File: src/rtl/stft_frame_sched_pkg.sv
// Shared types and default widths for the STFT frame scheduler.
package stft_sched_pkg;

  localparam int DEF_WL = 10;
  localparam int DEF_FW = 8;
  localparam int DEF_AW = 12;

  typedef enum logic [1:0] {
    ST_IDLE  = 2'd0,
    ST_CHECK = 2'd1,
    ST_RUN   = 2'd2,
    ST_DONE  = 2'd3
  } state_t;

endpackage

File: src/rtl/stft_frame_sched_if.sv
// Read-beat bus between the frame scheduler and the sample buffer.
// The scheduler drives addresses and window position tags; the buffer
// answers with ready.
interface stft_frame_sched_if
  import stft_sched_pkg::*;
#(
  parameter int WL = DEF_WL,
  parameter int FW = DEF_FW,
  parameter int AW = DEF_AW
);

  logic          iRD_RDY;
  logic          oRD_VLD;
  logic [AW-1:0] oRD_ADDR;
  logic [WL-1:0] oSMP_IDX;
  logic [FW-1:0] oFRM_IDX;
  logic          oWIN_FIRST;
  logic          oWIN_LAST;

  modport master (
    input  iRD_RDY,
    output oRD_VLD, oRD_ADDR, oSMP_IDX, oFRM_IDX, oWIN_FIRST, oWIN_LAST
  );

  modport slave (
    output iRD_RDY,
    input  oRD_VLD, oRD_ADDR, oSMP_IDX, oFRM_IDX, oWIN_FIRST, oWIN_LAST
  );

endinterface

File: src/rtl/stft_frame_sched_mod_cnt.sv
// Enable-gated modulo counter 0..i_mod-1 with terminal-count flag.
module mod_cnt #(
  parameter int W = 10
) (
  input  logic         i_clk,
  input  logic         i_rst,
  input  logic         i_clr,
  input  logic         i_en,
  input  logic [W-1:0] i_mod,
  output logic [W-1:0] o_cnt,
  output logic         o_tc
);

  logic [W-1:0] r_cnt;

  assign o_cnt = r_cnt;
  assign o_tc  = (r_cnt == (i_mod - W'(1)));

  // Count up on enable, wrapping to zero after the terminal value; clear wins over enable.
  always_ff @(posedge i_clk) begin
    if (i_rst || i_clr) begin
      r_cnt <= '0;
    end else if (i_en) begin
      r_cnt <= o_tc ? '0 : (r_cnt + W'(1));
    end
  end

endmodule

File: src/rtl/stft_frame_sched.sv
// STFT frame scheduler: walks F overlapping windows of N samples spaced by
// hop H through a circular sample buffer, one read beat per accepted cycle.
module stft_frame_sched
  import stft_sched_pkg::*;
#(
  parameter int WL = DEF_WL,
  parameter int FW = DEF_FW,
  parameter int AW = DEF_AW
) (
  input  logic          iCLK,
  input  logic          iRST,
  input  logic          iSTART,
  input  logic          iABORT,
  input  logic [WL-1:0] iWIN_LEN,
  input  logic [WL-1:0] iHOP,
  input  logic [FW-1:0] iNUM_FRM,
  input  logic [AW-1:0] iBASE,
  output logic          oBUSY,
  output logic          oDONE,
  output logic          oERR,
  stft_frame_sched_if.master bus
);

  state_t        r_state;
  state_t        w_nextState;
  logic [WL-1:0] r_winLen;
  logic [WL-1:0] r_hop;
  logic [FW-1:0] r_numFrm;
  logic [AW-1:0] r_frmBase;
  logic [AW-1:0] r_rdAddr;
  logic [FW-1:0] r_frmIdx;
  logic          r_rdVld;
  logic          r_busy;
  logic          r_done;
  logic          r_err;

  logic          w_accept;
  logic          w_cfgBad;
  logic          w_lastFrm;
  logic          w_smpClr;
  logic [WL-1:0] w_smpIdx;
  logic          w_smpTc;
  logic [AW-1:0] w_nextBase;

  // r_rdVld is only ever high in RUN, so it doubles as the RUN qualifier here.
  assign w_accept   = r_rdVld && bus.iRD_RDY;
  assign w_cfgBad   = (r_winLen < WL'(2)) || (r_hop == '0) ||
                      (r_hop > r_winLen) || (r_numFrm == '0);
  assign w_lastFrm  = (r_frmIdx == (r_numFrm - FW'(1)));
  assign w_nextBase = r_frmBase + AW'(r_hop);
  assign w_smpClr   = iABORT || (r_state != ST_RUN);

  mod_cnt #(.W(WL)) u_smpCnt (
    .i_clk (iCLK),
    .i_rst (iRST),
    .i_clr (w_smpClr),
    .i_en  (w_accept),
    .i_mod (r_winLen),
    .o_cnt (w_smpIdx),
    .o_tc  (w_smpTc)
  );

  assign bus.oRD_VLD    = r_rdVld;
  assign bus.oRD_ADDR   = r_rdAddr;
  assign bus.oSMP_IDX   = w_smpIdx;
  assign bus.oFRM_IDX   = r_frmIdx;
  assign bus.oWIN_FIRST = (r_state == ST_RUN) && (w_smpIdx == '0);
  assign bus.oWIN_LAST  = (r_state == ST_RUN) && w_smpTc;
  assign oBUSY          = r_busy;
  assign oDONE          = r_done;
  assign oERR           = r_err;

  // Next-state decode; abort beats acceptance, start only matters in IDLE.
  always_comb begin
    w_nextState = r_state;
    case (r_state)
      ST_IDLE:  if (iSTART) w_nextState = ST_CHECK;
      ST_CHECK: w_nextState = (iABORT || w_cfgBad) ? ST_IDLE : ST_RUN;
      ST_RUN: begin
        if (iABORT) begin
          w_nextState = ST_IDLE;
        end else if (w_accept && w_smpTc && w_lastFrm) begin
          w_nextState = ST_DONE;
        end
      end
      ST_DONE:  w_nextState = ST_IDLE;
      default:  w_nextState = ST_IDLE;
    endcase
  end

  // State register.
  always_ff @(posedge iCLK) begin
    if (iRST) begin
      r_state <= ST_IDLE;
    end else begin
      r_state <= w_nextState;
    end
  end

  // Registered status outputs, config latch, frame counter and address walk.
  always_ff @(posedge iCLK) begin
    if (iRST) begin
      r_rdVld   <= 1'b0;
      r_busy    <= 1'b0;
      r_done    <= 1'b0;
      r_err     <= 1'b0;
      r_winLen  <= '0;
      r_hop     <= '0;
      r_numFrm  <= '0;
      r_frmBase <= '0;
      r_rdAddr  <= '0;
      r_frmIdx  <= '0;
    end else begin
      r_rdVld <= (w_nextState == ST_RUN);
      r_busy  <= (w_nextState != ST_IDLE);
      r_done  <= (w_nextState == ST_DONE);
      case (r_state)
        ST_IDLE: begin
          if (iSTART) begin
            r_winLen  <= iWIN_LEN;
            r_hop     <= iHOP;
            r_numFrm  <= iNUM_FRM;
            r_frmBase <= iBASE;
            r_rdAddr  <= iBASE;
            r_frmIdx  <= '0;
            r_err     <= 1'b0;
          end
        end
        ST_CHECK: begin
          if (!iABORT && w_cfgBad) r_err <= 1'b1;
        end
        ST_RUN: begin
          if (iABORT) begin
            r_frmIdx <= '0;
          end else if (w_accept) begin
            if (w_smpTc) begin
              r_frmBase <= w_nextBase;
              r_rdAddr  <= w_nextBase;
              r_frmIdx  <= w_lastFrm ? '0 : (r_frmIdx + FW'(1));
            end else begin
              r_rdAddr  <= r_rdAddr + AW'(1);
            end
          end
        end
        default: ;
      endcase
    end
  end

endmodule

File: src/flat_wrapper.sv
// flat-port wrapper written by rule: the top's interface ports become plain ports
module stft_frame_sched_flat import stft_sched_pkg::*;
#(
  parameter int WL = DEF_WL,
  parameter int FW = DEF_FW,
  parameter int AW = DEF_AW
)
  (iCLK, iRST, iSTART, iABORT, iWIN_LEN, iHOP, iNUM_FRM, iBASE, oBUSY, oDONE, oERR, bus_iRD_RDY, bus_oRD_VLD, bus_oRD_ADDR, bus_oSMP_IDX, bus_oFRM_IDX, bus_oWIN_FIRST, bus_oWIN_LAST);
  stft_frame_sched_if #(.WL(WL), .FW(FW), .AW(AW)) bus_i ();
  input  logic iCLK;
  input  logic iRST;
  input  logic iSTART;
  input  logic iABORT;
  input  logic [WL-1:0] iWIN_LEN;
  input  logic [WL-1:0] iHOP;
  input  logic [FW-1:0] iNUM_FRM;
  input  logic [AW-1:0] iBASE;
  output logic oBUSY;
  output logic oDONE;
  output logic oERR;
  input wire logic [$bits(bus_i.iRD_RDY)-1:0] bus_iRD_RDY;
  output wire logic [$bits(bus_i.oRD_VLD)-1:0] bus_oRD_VLD;
  output wire logic [$bits(bus_i.oRD_ADDR)-1:0] bus_oRD_ADDR;
  output wire logic [$bits(bus_i.oSMP_IDX)-1:0] bus_oSMP_IDX;
  output wire logic [$bits(bus_i.oFRM_IDX)-1:0] bus_oFRM_IDX;
  output wire logic [$bits(bus_i.oWIN_FIRST)-1:0] bus_oWIN_FIRST;
  output wire logic [$bits(bus_i.oWIN_LAST)-1:0] bus_oWIN_LAST;
  assign bus_i.iRD_RDY = bus_iRD_RDY;
  assign bus_oRD_VLD = bus_i.oRD_VLD;
  assign bus_oRD_ADDR = bus_i.oRD_ADDR;
  assign bus_oSMP_IDX = bus_i.oSMP_IDX;
  assign bus_oFRM_IDX = bus_i.oFRM_IDX;
  assign bus_oWIN_FIRST = bus_i.oWIN_FIRST;
  assign bus_oWIN_LAST = bus_i.oWIN_LAST;
  stft_frame_sched #(.WL(WL), .FW(FW), .AW(AW)) u_core (.iCLK(iCLK), .iRST(iRST), .iSTART(iSTART), .iABORT(iABORT), .iWIN_LEN(iWIN_LEN), .iHOP(iHOP), .iNUM_FRM(iNUM_FRM), .iBASE(iBASE), .oBUSY(oBUSY), .oDONE(oDONE), .oERR(oERR), .bus(bus_i));
endmodule
File: config.mk
export PLATFORM = sky130hd
export DESIGN_NAME = stft_frame_sched_flat
export DESIGN_NICKNAME = d
export VERILOG_FILES = /design/src/rtl/stft_frame_sched_pkg.sv /design/src/rtl/stft_frame_sched_if.sv /design/src/rtl/stft_frame_sched_mod_cnt.sv /design/src/rtl/stft_frame_sched.sv /design/src/flat_wrapper.sv
export SDC_FILE = /design/constraint.sdc
export NUM_CORES = 1
export LEC_CHECK = 0
export ABC_CLOCK_PERIOD_IN_PS = 3200
export CAP_MARGIN = 40
export CORE_ASPECT_RATIO = 0.9
export CORE_MARGIN = 8
export CORE_UTILIZATION = 49
export DETAILED_ROUTE_END_ITERATION = 8
export PLACE_DENSITY = 0.77
export SLEW_MARGIN = 20
export SYNTH_ARGS = -nofsm -noshare
export SYNTH_HDL_FRONTEND = slang
export SYNTH_HIERARCHICAL = 1
export SYNTH_SLANG_ARGS = --single-unit
File: constraint.sdc
create_clock -name iCLK -period 3.2 [get_ports iCLK]
set_input_delay 0.32 -clock iCLK [delete_from_list [all_inputs] [get_ports iCLK]]
set_output_delay 0.32 -clock iCLK [all_outputs]
set_load 0.005 [all_outputs]
==> flow_summary.json, run 1 <==
{
  "h-tree-depth": 3,
  "clk_pin_slew_ps": 80,
  "grt_max_degree": 33,
  "setup_violations": 0,
  "route.top_layer_used": "met5",
  "start_kind": "flop",
  "run_status": "finished clean",
  "swShare_pct": 30.6,
  "grt_antenna_before_repair": 1,
  "row_count": 34,
  "fp.dieH_um": 111,
  "synth_ff_type": "dfxtp_1",
  "drive_gt1_share_pct": 10.3,
  "vias": 5193,
  "max_freq_mhz": 329,
  "crit_arrival_ps": 3340,
  "ys_ff_latch": 76,
  "peakVddDrop_mv": 0.239,
  "place_congestion": 0.905,
  "clock_power_share_pct": 31.0,
  "holdWs_ps": 430,
  "worstSkewPairLatency_ps": 370,
  "hold_class": "primary input to flop",
  "seq_power_share_pct": 46.5,
  "nets": 813,
  "cts_tree": "done",
  "skew_ps": 7.91,
  "ys_async_sr_fraction_pct": 0,
  "clock_sinks": 76,
  "p_int_w": 0.00159,
  "dp_hpwl_um": 10700,
  "cts-buffers-inserted": 9,
  "slew_viol_final": 0,
  "cp.required_ps": 3500,
  "power_switching_w": 0.000698,
  "die_x_um": 121,
  "final_cell_mix": "108 x nand2_1, 78 x clkdlybuf4s50_1, 74 x dfxtp_1",
  "grt-ovfl-total": 0,
  "hold_viol": 0,
  "synth.avg_cell_area_um2": 7.65,
  "setup_ws_ps": 157,
  "met2_length_um": 6930,
  "routedWlPerCell_um": 17.1,
  "synth-edff-count": 0,
  "ys_types": 65,
  "ios": 81,
  "dp_slack_ps": -11.5,
  "postRouteAntennaNets": 0,
  "netlist_area_um2": 4890,
  "drt_wl_total_um": 15000,
  "wirelength_met1_um": 6330,
  "initial_core_util_pct": 50.4,
  "tightest_slew_ps": 720,
  "coreArea_um2": 9700,
  "drtIter0Drc": 568,
  "yosys_warnings": 6,
  "fin_setup_tns_ps": 0,
  "syn2layout_area_growth_pct": 28.7,
  "synth_cells": 639,
  "ys_seq_area_share_pct": 31.1,
  "routed_via_density": 5.96,
  "die_area_um2": 13400,
  "slew_headroom_pct": 51.9,
  "finalCriticalPeriod_ps": 3040,
  "cp-end-kind": "flop",
  "cap_viol_max_count": 0,
  "wl_met3_um": 1290,
  "combPwrFrac_pct": 22.5,
  "clock_path_buffers": 2,
  "num_antenna_cells": 0,
  "finalCritPeriodShare_pct": 95.1,
  "io_buffers": 80,
  "powerDensity_nw_per_um2": 363,
  "cts_root_buf": "clkbuf_8",
  "grt.total_usage_pct": 21.9,
  "drc": 0,
  "grt_pass1_vias": 4923,
  "p_leak_nw": 2.58,
  "hold_buffers": 0,
  "grt_pass1_wl_um": 24300,
  "path_max_fanout": 10,
  "final_common_cell": "nand2_1",
  "path_class": "flop to flop",
  "syn-num-nets": 711,
  "dr.pass1.iters": 5
}
[power by group through the flow]
stage	Combinational (W)	Sequential (W)	Clock (W)
3_3_place_gp	0.000475	0.00108	0
5_1_grt	0.000568	0.00107	0.000763
4_1_cts	0.000498	0.00106	0.000722
3_5_place_dp	0.000490	0.00108	0
2_1_floorplan	0.000315	0.00106	0
6_report	0.000514	0.00106	0.000709
[final cells by class]
class,count,area [µm²]
Inverter,31,116
Fill cell,864,3410
Timing Repair Buffer,119,1120
Clock inverter,4,22.5
Multi-Input combinational cell,504,3190
Sequential cell,76,1520
Clock buffer,12,165
Tap cell,126,158
[kinds of logic after synthesis]
kind of cell    count (synthesis)  share of synthesized area [%]
simple gates                  267                           27.0
compound gates                168                           22.5
flops                          76                           31.1
buf+inv                        59                           4.76
xor+xnor                       42                           7.53
fa+ha+maj                      27                           7.07
[critical path: stages (launching register included)]
cell	delay [ps]
dfxtp_2	340
or3_4	420
or3_1	350
nand3b_1	110
a211oi_2	90
buf_4	140
buf_4	120
buf_4	120
buf_4	130
buf_4	120
buf_4	120
buf_4	120
buf_4	120
buf_4	120
buf_4	120
buf_4	120
buf_4	170
o211ai_2	150
[synth_stat cells, drive strengths merged, types with 4 or more instances]
library cell	number	area [µm²]
xnor2	21	184
nand2b	5	31.3
o21a	7	52.6
nor3	16	80.1
o211ai	8	65.1
a21o	7	52.6
or3	8	50.1
and2	4	25.0
nor2	40	150
nand4	13	81.3
ha	26	325
nor3b	7	57.6
xor2	21	184
nand2	108	405
a21oi	66	334
nand3	15	75.1
nor4	5	31.3
and4	4	35.0
or2	4	25.0
inv	30	113
o2111ai	5	50.0
nor2b	9	56.3
dfxtp	76	1520
a311oi	7	61.3
a31oi	13	87.6
clkbuf	24	90.1
buf	4	26.3
and3	16	100
o21ai	22	110
a211oi	8	65.1
[repair_timing]
item | in CTS | in global routing
cloned | 0 | 1
setup buffers | 15 | 4
pin swaps | 2 | 5
setup endpoints to repair | 3 | 28
gates resized for setup | 6 | 11
[flip-flops by register name (all words and copies together) (netlist names), 2 cells and up]
signal                 cells
u_core/bus.oFRM_IDX        8
u_core/r_frmBase          12
u_core/r_hop              10
u_core/u_smpCnt/o_cnt     10
u_core/bus.oRD_ADDR       12
u_core/r_winLen           10
u_core/r_state             2
u_core/r_numFrm            8
[stage by stage]
| stage | instances | cell area [µm²] | total power [W] | utilization, % |
|---|---|---|---|---|
| 6_report | 872 | 6290 | 0.00228 | 64.8 |
| 5_1_grt | 872 | 6290 | 0.00240 | 64.8 |
| 4_1_cts | 869 | 6200 | 0.00228 | 63.9 |
| 3_5_place_dp | 838 | 5880 | 0.00157 | 60.7 |
| 3_3_place_gp | 838 | 5880 | 0.00155 | 60.7 |
| 2_1_floorplan | 639 | 4890 | 0.00138 | - |
[final timing paths]
check / depth (start not counted) / endpoint / slack, ps / startpoint
setup / recovery: 17 / u_core/u_smpCnt/o_cnt[1] / 160 / u_core/r_winLen[1]
hold / removal: 2 / u_core/bus.oRD_ADDR[2] / 430 / iRST
setup reg to reg: 17 / u_core/u_smpCnt/o_cnt[1] / 160 / u_core/r_winLen[1]
hold reg to reg: 2 / u_core/oERR / 480 / u_core/oERR
[routing by layer]
layer / up-vias / track usage [%]
li1: 2501 / -
met1: 2424 / 28.2
met4: 2 / 8.30
met2: 231 / 34.2
met3: 35 / 5.70
met5: - / 0
No activity file was read; power rests on OpenSTA's default activity.
==> inputs of run 2 (changes only) <==
- CORE_UTILIZATION: 49 -> 40
- CTS_BUF_LIST: not set -> sky130_fd_sc_hd__clkbuf_16
- PLACE_DENSITY: 0.77 -> 0.65
==> run 2 against run 1 <==
Sequential power about the same. Cell area down 0.18%. Count of clock-buffer cells in the layout down 3. Hold slack better by 37 ps. Combinational power down 3%. Critical endpoint is now bus_oWIN_LAST.
==> flow_summary.json, run 2 (same netlist as run 1, synthesis figures left out) <==
{
  "run_status": "finished clean",
  "row_count": 38,
  "finalCriticalPeriod_ps": 3070,
  "start_kind": "flop",
  "nets": 796,
  "die_x_um": 133,
  "slew_viol_final": 0,
  "crit_arrival_ps": 2750,
  "worstSkewPairLatency_ps": 350,
  "grt_antenna_before_repair": 0,
  "worstHoldStart": "u_core/oERR",
  "n_fill_cell": 1150,
  "h-tree-depth": 3,
  "num_antenna_cells": 0,
  "die_area_um2": 16000,
  "routed_via_density": 5.64,
  "syn2layout_area_growth_pct": 28.5,
  "setup_violations": 0,
  "fp.dieH_um": 121,
  "drc": 0,
  "clock_path_buffers": 2,
  "grt_pass1_wl_um": 24000,
  "postLayoutCoreUtil_pct": 52.4,
  "max_freq_mhz": 326,
  "clk_pin_slew_ps": 60,
  "io_buffers": 80,
  "postRouteAntennaNets": 0,
  "drtIter0Drc": 337,
  "holdWs_ps": 467,
  "finalCritPeriodShare_pct": 95.9,
  "grt_max_degree": 38,
  "place_congestion": 0.870,
  "final_common_cell": "nand2_1",
  "r2r-start": "u_core/r_winLen[0]",
  "coreArea_um2": 12000,
  "grt_pass1_vias": 4873,
  "instances_no_fill": 889,
  "routedWlPerCell_um": 16.8,
  "ff2ff_path_depth": 15,
  "placed_cells": 867,
  "dp_hpwl_um": 11100,
  "peakVddDrop_mv": 0.380,
  "cp-end-kind": "output port",
  "ios": 81,
  "hold_end": "u_core/oERR",
  "p_total_w": 0.00265,
  "cts-buffers-inserted": 9,
  "drive_gt1_share_pct": 7.41,
  "initial_core_util_pct": 40.8,
  "rsz0062_at_grt": "false",
  "reg2reg_slack_ps": 180,
  "powerDensity_nw_per_um2": 421,
  "drt_wl_total_um": 14900,
  "slew_headroom_pct": 48.6,
  "whs_path_depth": 2,
  "tightest_slew_ps": 770,
  "dr.pass1.iters": 5,
  "hold_viol": 0,
  "path_max_fanout": 6,
  "vias": 5013,
  "grt.total_usage_pct": 18.4,
  "p_leak_nw": 2.54,
  "hold_class": "flop to flop",
  "cp.required_ps": 2880,
  "final_cell_mix": "108 x nand2_1, 78 x clkdlybuf4s50_1, 76 x dfxtp_1",
  "fin_setup_tns_ps": 0,
  "path_class": "flop to output port",
  "r2r_end": "u_core/bus.oFRM_IDX[3]",
  "skew_ps": 9.11,
  "grt-ovfl-total": 0,
  "hold_buffers": 0,
  "clock_sinks": 76,
  "cts_tree": "done",
  "cts_root_buf": "clkbuf_16",
  "cap_viol_max_count": 0
}
-- run 2: changes by cell type in the layout (fill, tap and decap cells not counted), moves of 2 or more --
cell	previous run	this run
dfxtp_2	2	0
buf_4	36	20
clkbuf_8	12	0
clkbuf_16	1	9
bufinv_16	0	2
dfxtp_1	74	76
-- run 2: layout make-up --
cell class                 count  area (µm²)  share of cell area [%]
clock buffer                   9         225                    3.59
sequential                    76        1520                    24.2
clock inverter                 7        91.3                    1.45
inverter                      31         116                    1.85
multi-input combinational    504        3150                    50.2
tap                          160         200                    3.19
timing repair buffer         102         971                    15.5
-- run 2: stage by stage --
step / cell area, µm² / setup slack (ps)
after floorplan: 4890 / 6.75
after detailed placement: 5890 / 21.2
after global routing: 6280 / 0.538
final: 6280 / 132
after global placement: 5890 / 221
after CTS: 6210 / 38.9
-- run 2: how the worst max path moves through the flow --
stage                             startpoint                     end  slack, ps  cells past startpoint
after detailed placement  u_core/r_winLen[1]    u_core/r_frmBase[11]         20                     13
final                     u_core/r_winLen[0]           bus_oWIN_LAST        130                     11
after CTS                 u_core/r_winLen[0]           bus_oWIN_LAST         40                     11
after floorplan           u_core/r_winLen[0]  u_core/bus.oFRM_IDX[2]          7                     14
after global routing      u_core/r_winLen[0]  u_core/bus.oFRM_IDX[5]        0.5                     15
after global placement    u_core/r_winLen[0]  u_core/bus.oFRM_IDX[6]        220                     15
-- run 2: timing repair --
item                       in CTS  in global routing
setup buffers                   0                  6
pin swaps                       0                  6
gates resized for setup         3                  6
hold endpoints to repair        0                  0
setup endpoints to repair       1                 10
-- run 2: metal layers --
layer	vias up	global-route usage [%]	part of all wire, %
li1	2466	-	-
met1	2367	22.7	44
met5	-	0	0
met3	16	4.51	6.4
met4	0	5.88	1.4
met2	164	30.9	48
-- run 2: power breakdown --
group | internal [W] | leakage (nW) | switching [W]
combinational | 0.000240 | 1.76 | 0.000259
sequential | 0.000998 | 0.623 | 0.0000676
clock | 0.000679 | 0.155 | 0.000403
total | 0.00192 | 2.54 | 0.000730
-- run 2: critical path, cell delays in order, from the launching register on --
cell,delay (ps)
dfxtp_1,330
inv_1,50
ha_2,190
nor2b_1,160
o31a_1,250
a2111o_1,380
a211oi_2,240
a21boi_2,220
buf_6,150
nand2_1,110
inv_2,90
dlygate4sd2_1,250
==> inputs of run 3 (changes only) <==
==> constraint.sdc (replaced) <==
create_clock -name iCLK -period 3.2 [get_ports iCLK]
set_input_delay 0.32 -clock iCLK [delete_from_list [all_inputs] [get_ports iCLK]]
set_output_delay 0.32 -clock iCLK [all_outputs]
set_load 0.05 [all_outputs]
==> run 3 against run 2 <==
Cell count rose by 0.34%. Wire length up 0.62%. Via count grew 0.18%. Clock skew is 3.6 ps lower. First-iteration DRC count rose by 12%. Critical path depth rose by 3. Register-to-register slack worse by 60 ps. Combinational power grew 9.4%. Sequential cell count stayed put. Critical endpoint is now u_core/bus.oFRM_IDX[3]. Largest power group is now registers.
==> flow_summary.json, run 3 (same netlist as run 1, synthesis figures left out) <==
{
  "run_status": "finished clean",
  "holdWs_ps": 376,
  "vias": 5022,
  "slew_viol_final": 0,
  "critPathMaxStageDelay_ps": 420,
  "powerDensity_nw_per_um2": 404,
  "dr.pass1.iters": 5,
  "worstSkewPairLatency_ps": 340,
  "start_kind": "flop",
  "cap_viol_max_count": 0,
  "tightest_slew_ps": 767,
  "nets": 799,
  "drt_wl_total_um": 15000,
  "grt.total_usage_pct": 18.4,
  "hold_class": "primary input to flop",
  "finalCriticalPeriod_ps": 3080,
  "clk_pin_slew_ps": 60,
  "path_max_fanout": 8,
  "placed_cell_area_um2": 5920,
  "slew_headroom_pct": 48.9,
  "p_total_w": 0.00253,
  "fin_setup_tns_ps": 0,
  "die_x_um": 133,
  "max_freq_mhz": 324,
  "coreArea_um2": 12000,
  "rsz0062_at_grt": "false",
  "finalCritPeriodShare_pct": 96.3,
  "drtIter0Drc": 376,
  "grt_pass1_vias": 4820,
  "syn2layout_area_growth_pct": 28.0,
  "critPathTopFamily": "compound AO/OA/AOI/OAI gates",
  "p_leak_nw": 2.53,
  "postLayoutCoreUtil_pct": 52.2,
  "clock_path_buffers": 2,
  "routedWlPerCell_um": 16.8,
  "fin_area_um2": 6260,
  "cts-buffers-inserted": 9,
  "h-tree-depth": 3,
  "hold_buffers": 0,
  "crit_arrival_ps": 3300,
  "cpMostUsedCell": "buf_4",
  "cp-end-kind": "flop",
  "crit_slowest_cell": "or3_4",
  "grt_antenna_before_repair": 0,
  "hold_viol": 0,
  "fp.dieH_um": 121,
  "critPathBufInv": 3,
  "path_class": "flop to flop",
  "postRouteAntennaNets": 0,
  "num_antenna_cells": 0,
  "final_cell_mix": "108 x nand2_1, 78 x clkdlybuf4s50_1, 74 x dfxtp_1",
  "io_buffers": 80,
  "peakVddDrop_mv": 0.223,
  "grt_max_degree": 34,
  "final_common_cell": "nand2_1",
  "dp_hpwl_um": 11200,
  "drive_gt1_share_pct": 7.65,
  "n_fill_cell": 1152,
  "drc": 0,
  "cts_tree": "done",
  "setup_violations": 0,
  "grt_pass1_wl_um": 24200,
  "cts_root_buf": "clkbuf_16",
  "row_count": 38,
  "routed_via_density": 5.63,
  "grt-ovfl-total": 0,
  "clock_sinks": 76,
  "ios": 81,
  "die_area_um2": 16000,
  "place_congestion": 0.879,
  "cp.required_ps": 3410,
  "initial_core_util_pct": 40.8,
  "skew_ps": 5.55,
  "crit_chain": "buf_4, or3_4, xnor2_1, a2111o_1, a211oi_2, a21boi_4, buf_6, and3_1, o21ai_0, a21oi_1, buf_4, nand4_1, xor2_1, nor2_1"
}
[run 3: worst paths after layout]
kind                      start                endpoint  slack (ps)  depth (start not counted)
max          u_core/r_winLen[1]  u_core/bus.oFRM_IDX[3]         120                         14
min                        iRST       u_core/r_state[1]         380                          2
max reg2reg  u_core/r_winLen[1]  u_core/bus.oFRM_IDX[3]         120                         14
min reg2reg         u_core/oERR             u_core/oERR         470                          2
[run 3: what timing repair did]
action / 4_1_cts / 5_1_grt
resized for setup: 0 / 7
setup endpoints to repair: 0 / 8
setup buffers: 0 / 5
[run 3: metrics by stage]
stage,cells,setup slack [ps]
after floorplan,639,5.47
after global placement,870,199
after detailed placement,870,102
after CTS,886,35.6
after global routing,892,20.6
final,892,117
[run 3: metal layers]
metal / track usage (%) / part of all wire [%]
met1: 23.4 / 45
met5: 0 / 0
met4: 7.51 / 2.5
met2: 29.7 / 46
met3: 4.26 / 6.3
[run 3: area by class of cell]
cell class | count | area, µm² | area share (%)
clock buffers | 9 | 225 | 3.60
well taps | 160 | 200 | 3.20
clock inverters | 7 | 35.0 | 0.560
repair buffers | 105 | 1000 | 16.0
inverters | 31 | 118 | 1.88
flip-flops and latches | 76 | 1520 | 24.4
multi-input cells | 504 | 3150 | 50.4
[run 3: worst reg2reg max path, stage by stage, from the launching register on]
cell      delay (ps)
dfxtp_2          320
buf_4            140
or3_4            420
xnor2_1          140
a2111o_1         310
a211oi_2         240
a21boi_4         220
buf_6            140
and3_1           140
o21ai_0           70
a21oi_1          200
buf_4            190
nand4_1          130
xor2_1           220
nor2_1            80
[run 3: power breakdown]
| group | leakage (nW) | switching (W) | internal (W) |
|---|---|---|---|
| sequential | 0.623 | 0.0000704 | 0.000998 |
| combinational | 1.77 | 0.000305 | 0.000240 |
| clock | 0.135 | 0.000402 | 0.000514 |
